### src/rtl/mips_mem_pkg.sv
// mips_mem_pkg: access-size encodings, FSM states and default address width for the MEM-stage access unit
package mips_mem_pkg;
  localparam int ADDR_W_DEF = 32;
  localparam logic [1:0] SZ_BYTE = 2'b00;
  localparam logic [1:0] SZ_HALF = 2'b01;
  localparam logic [1:0] SZ_WORD = 2'b10;
  typedef enum logic [1:0] {IDLE, REQ, DONE} state_t;
endpackage

### src/rtl/load_formatter.sv
// load_formatter: picks the addressed byte/half lane of a read word and sign- or zero-extends it to 32 bits
module load_formatter
  import mips_mem_pkg::*;
(
  input  logic [31:0] i_rdata,
  input  logic [1:0]  i_lo,
  input  logic [1:0]  i_size,
  input  logic        i_signed,
  output logic [31:0] o_data
);
  logic [7:0]  w_byte;
  logic [15:0] w_half;
  always_comb begin
    w_byte = i_rdata[{i_lo, 3'b000} +: 8];
    w_half = i_lo[1] ? i_rdata[31:16] : i_rdata[15:0];
    o_data = i_size == SZ_BYTE ? {{24{i_signed & w_byte[7]}}, w_byte} :
             i_size == SZ_HALF ? {{16{i_signed & w_half[15]}}, w_half} : i_rdata;
  end
endmodule

### src/rtl/mem_access_unit.sv
// mem_access_unit: MEM-stage req/ack data-memory access with lane formatting and pipeline stall
// Optional MEM_ALIGN_TRAP_EN: misaligned half/word accesses skip the bus and raise AlignErrM for one cycle.
module mem_access_unit
  import mips_mem_pkg::*;
#(
  parameter int ADDR_W = ADDR_W_DEF
) (
  input  logic              CLK,
  input  logic              RST,
  input  logic              MemReadM,
  input  logic              MemWriteM,
  input  logic [1:0]        MemSizeM,
  input  logic              MemSignedM,
  input  logic [ADDR_W-1:0] ALUoutM,
  input  logic [31:0]       WriteDataM,
  output logic [31:0]       ReadDataMem,
  output logic              StallM,
  output logic              AlignErrM,
  output logic              DMemReq,
  output logic              DMemWe,
  output logic [ADDR_W-1:0] DMemAddr,
  output logic [3:0]        DMemBe,
  output logic [31:0]       DMemWData,
  input  logic [31:0]       DMemRData,
  input  logic              DMemAck
);
  state_t            r_state, w_next;
  logic [ADDR_W-1:0] r_addr;
  logic [3:0]        r_be, w_be;
  logic [31:0]       r_wdata, w_wdata, r_rdata, w_fmt;
  logic              r_we, r_signed, r_align_err, w_access, w_start, w_mis;
  logic [1:0]        r_size, r_lo;

  assign w_access = MemReadM | MemWriteM;
  assign w_start  = r_state == IDLE && w_access;
`ifdef MEM_ALIGN_TRAP_EN
  assign w_mis = (MemSizeM == SZ_HALF && ALUoutM[0]) || (MemSizeM[1] && ALUoutM[1:0] != 2'b00);
`else
  assign w_mis = 1'b0;
`endif

  always_comb begin
    w_be    = MemSizeM == SZ_BYTE ? 4'b0001 << ALUoutM[1:0] :
              MemSizeM == SZ_HALF ? (ALUoutM[1] ? 4'b1100 : 4'b0011) : 4'b1111;
    w_wdata = MemSizeM == SZ_BYTE ? {4{WriteDataM[7:0]}} :
              MemSizeM == SZ_HALF ? {2{WriteDataM[15:0]}} : WriteDataM;
  end

  always_comb begin
    w_next = r_state == IDLE ? (w_access ? (w_mis ? DONE : REQ) : IDLE) :
             r_state == REQ  ? (DMemAck ? DONE : REQ) : IDLE;
  end

  load_formatter u_fmt (
    .i_rdata (DMemRData),
    .i_lo    (r_lo),
    .i_size  (r_size),
    .i_signed(r_signed),
    .o_data  (w_fmt)
  );

  always_ff @(posedge CLK) begin
    if (RST) begin
      r_state     <= IDLE;
      r_addr      <= '0;
      r_be        <= '0;
      r_wdata     <= '0;
      r_we        <= 1'b0;
      r_size      <= SZ_BYTE;
      r_signed    <= 1'b0;
      r_lo        <= 2'b00;
      r_rdata     <= '0;
      r_align_err <= 1'b0;
    end else begin
      r_state     <= w_next;
      r_align_err <= w_start && w_mis;
      if (w_start && w_mis) r_rdata <= '0;
      if (w_start && !w_mis) begin
        r_addr   <= {ALUoutM[ADDR_W-1:2], 2'b00};
        r_be     <= w_be;
        r_wdata  <= w_wdata;
        r_we     <= MemWriteM;
        r_size   <= MemSizeM;
        r_signed <= MemSignedM;
        r_lo     <= ALUoutM[1:0];
      end
      if (r_state == REQ && DMemAck) r_rdata <= r_we ? '0 : w_fmt;
    end
  end

  assign StallM      = w_start || r_state == REQ;
  assign DMemReq     = r_state == REQ;
  assign DMemWe      = r_we;
  assign DMemAddr    = r_addr;
  assign DMemBe      = r_be;
  assign DMemWData   = r_wdata;
  assign ReadDataMem = r_rdata;
  assign AlignErrM   = r_align_err;
endmodule

### config.mk
export PLATFORM = sky130hd
export DESIGN_NAME = mem_access_unit
export DESIGN_NICKNAME = d
export VERILOG_FILES = /design/src/rtl/mips_mem_pkg.sv /design/src/rtl/load_formatter.sv /design/src/rtl/mem_access_unit.sv
export SDC_FILE = /design/constraint.sdc
export NUM_CORES = 1
export LEC_CHECK = 0
export BUFFER_PORTS_ARGS = -buffer_cell sky130_fd_sc_hd__buf_2
export CAP_MARGIN = 20
export CORE_MARGIN = 1.5
export CORE_UTILIZATION = 35
export CTS_BUF_LIST = sky130_fd_sc_hd__clkbuf_8
export DETAILED_ROUTE_END_ITERATION = 7
export HOLD_SLACK_MARGIN = 0.08
export PLACE_DENSITY = 0.74
export SLEW_MARGIN = 25
export SYNTH_ARGS = -nofsm -noshare
export SYNTH_HDL_FRONTEND = slang
export SYNTH_SLANG_ARGS = --single-unit
### constraint.sdc
create_clock -name CLK -period 2.3 [get_ports CLK]
set_input_delay 0.23 -clock CLK [delete_from_list [all_inputs] [get_ports CLK]]
set_output_delay 0.23 -clock CLK [all_outputs]
set_load 0.1 [all_outputs]
==> qor.csv <==
metric;value;unit
crit_start;r_state[1];
synth-seq-cells;106;
synth.distinct_cells;34;
p_switching;2.14;mW
antenna_found_initial;0;
drive_gt1_share;35.6;%
cts_resized;0;
path_clk_slew;100;ps
io_buffers;204;
crit_path_end_kind;output pin;
syn2layout_area_growth;36.0;%
synthArstFlopShare;0;%
reg2reg_setup_slack;540;ps
cts_tree;built;
grt_pass1_vias;3947;
cp_max_fo;25;
fin_crit_sh;92.7;%
netlist_area;0.00455;mm^2
hold_class;in2reg;
vias_per_cell;4.91;
utilization;48.8;%
start_util;35.9;%
reg2reg_from;r_lo[0];
fillers;1211;
p_clk_share;22.2;%
drc_errors;0;
ff_latch_area;0.00212;mm^2
preCtsSetupSlack;498;ps
cellInternalPower;2.78;mW
max_freq;469;MHz
hold_viol_final;0;
final.setup_skew;13.4;ps
syn_inst;520;
synth_edf_count;0;
post_drt_wl_per_cell;14.5;um
multi_input_area;0.00223;mm^2
synth_area_per_cell;8.74;um^2
dr.pass1.iters;5;
critPathKind;reg2out;
antennaDiodeCount;0;
synth_warnings;0;
ioPinCount;208;
antenna_left;0;
cp.required;2070;ps
worstPathArrival;1900;ps
combPwrFrac;36.2;%
cts_max_level;3;
maxCapViolCount;0;
leakage;2.94;nW
clock_latency;380;ps
vdd_ir_drop_max;0.437;mV
slew_viol_final;0;
via_count;4462;
grtUsageTotal;18.8;%
die_area;0.0137;mm^2
min_period;2130;ps
worst_slack;167;ps
endpoint;StallM;
grt_max_degree;74;
finalSetupViolCount;0;
drt_iter0_drc;301;
rsz0062_at_grt;no;
gp_congestion;0.766;
postCtsSetupBuffers;0;
cts.path.max_buffers;2;
cp-start-kind;flip-flop;
clock_sinks;106;
cts-root-buf;clkbuf_8;
sw_frac_of_total;43.4;%
grt_pass1_wl;20000;um
grt_overflow;0;
cts_buffers;9;
die_w;117;um
rows;41;
routed_wl;13200;um
synth-main-ff-cell;dfxtp_1;
worstMarginPinSlew;794;ps
p_per_area;796;mW/mm^2
rr_endpoint;ReadDataMem[25];
dpl.hpwl;9000;um
power_frac_seq;41.6;%
setup_tns;0;ps
synth_seq_area_share;46.7;%
outcome;finished clean;
core_area;0.0127;mm^2
r2r_cells;5;
slew_headroom;47.1;%
nNetsFinal;835;
die_h;117;um
-- what timing repair did --
action / CTS / global route
hold buffers: 31 / 0
endpoints found under the hold margin: 31 / 0
setup endpoints to repair: 0 / 0
-- worst min path at each step --
stage	startpoint	to	slack, ps	cells past startpoint
6_report	ALUoutM[24]	DMemAddr[24]	110	3
5_1_grt	ALUoutM[24]	DMemAddr[24]	90	3
4_1_cts	ALUoutM[24]	DMemAddr[24]	80	3
3_5_place_dp	DMemAddr[4]	DMemAddr[4]	440	2
3_3_place_gp	DMemAddr[4]	DMemAddr[4]	440	2
2_1_floorplan	RST	r_state[1]	310	1
-- through the flow --
stage | hold slack (ps) | power [mW] | instances | cell area (um^2)
6_report | 106 | 4.92 | 908 | 6180
3_3_place_gp | 438 | 3.82 | 861 | 5690
5_1_grt | 90.1 | 5.13 | 908 | 6180
4_1_cts | 80.1 | 4.95 | 908 | 6180
2_1_floorplan | 310 | 3.48 | 522 | 4560
3_5_place_dp | 443 | 3.83 | 861 | 5690
-- cells in the final DEF, fill, tap and decap left out, drive strengths merged --
cell and n:
a21oi 61, nand4 1, mux2 7, buf 215, o21bai 1, a221o 16
dfxtp 106, clkbuf 10, nand2b 4, or2 1, a311oi 8, o21ai 22
nor4bb 1, inv 5, o21a 1, a22oi 1, a2111oi 1, clkinvlp 2
nor2b 3, a32oi 8, dlygate4sd3 31, nor2 35, nor3 6, mux4 8
and2 1, clkinv 2, nand2 130, conb 3, nand3b 2, a22o 8
mux2i 26, a211oi 10
-- area by class of cell --
cell class                      instances  share of cell area, %
Multi-Input combinational cell        365                   36.0
Sequential cell                       106                   34.3
Timing Repair Buffer                  246                   23.1
Tap cell                              172                   3.48
Clock buffer                           10                   2.23
Clock inverter                          6                  0.668
Inverter                                3                  0.182
-- cells in the mapped netlist (2+ instances only) --
cell type / instances / area, um^2
inv_1: 3 / 11.3
buf_1: 6 / 22.5
dfxtp_1: 106 / 2120
nand2_1: 130 / 488
buf_2: 6 / 30.0
mux2i_1: 26 / 260
a21oi_1: 61 / 305
buf_4: 5 / 37.5
nand2b_1: 4 / 25.0
nor2_1: 34 / 128
nor3_1: 6 / 30.0
clkbuf_1: 30 / 113
a221o_1: 8 / 80.1
mux2_2: 7 / 78.8
a32oi_1: 8 / 70.1
a221o_2: 8 / 90.1
a311oi_1: 8 / 70.1
o21ai_0: 22 / 110
a211oi_1: 10 / 75.1
nand3b_1: 2 / 15.0
nor2b_1: 3 / 18.8
a22o_1: 8 / 70.1
mux4_2: 8 / 180
-- state kept, by name, indices dropped and copies added (netlist names) --
| register | count |
|---|---|
| DMemAddr | 30 |
| DMemBe | 4 |
| ReadDataMem | 32 |
| DMemWe | 1 |
| r_size | 2 |
| r_state | 2 |
| DMemWData | 32 |
| r_lo | 2 |
| r_signed | 1 |
-- worst max-delay path, stage by stage, from the launching register on --
cell and delay, ps:
dfxtp_1 370, nor2_1 300, o21ai_4 280, nand2b_2 140, buf_2 430
-- per-layer routing --
metal	vias to the layer above	GRT usage, %	part of all wire (%)	wire length [um]
li1	2239	-	-	-
met1	2017	23.7	44	5830
met2	185	31.0	47	6220
met3	21	4.07	6.8	897
met4	0	8.11	1.9	252
met5	-	0	0	0
-- kinds of logic after synthesis --
kind of cell | count (synthesis) | share of synthesized area, %
AND/OR/NAND/NOR | 184 | 16.6
AO/OA/AOI/OAI | 137 | 20.3
other | 1 | 0.0825
flip-flops | 106 | 46.7
multiplexers | 41 | 11.4
buffers and inverters | 51 | 4.95
-- power by group through the flow --
| stage | Combinational [mW] | Sequential, mW | Clock, mW |
|---|---|---|---|
| finish | 1.78 | 2.05 | 1.09 |
| global route | 1.87 | 2.06 | 1.19 |
| CTS | 1.79 | 2.05 | 1.12 |
| floorplan | 0.496 | 2.98 | 0 |
| detailed placement | 1.74 | 2.09 | 0 |
| global placement | 1.74 | 2.08 | 0 |
(Power assumes the default switching activity.)
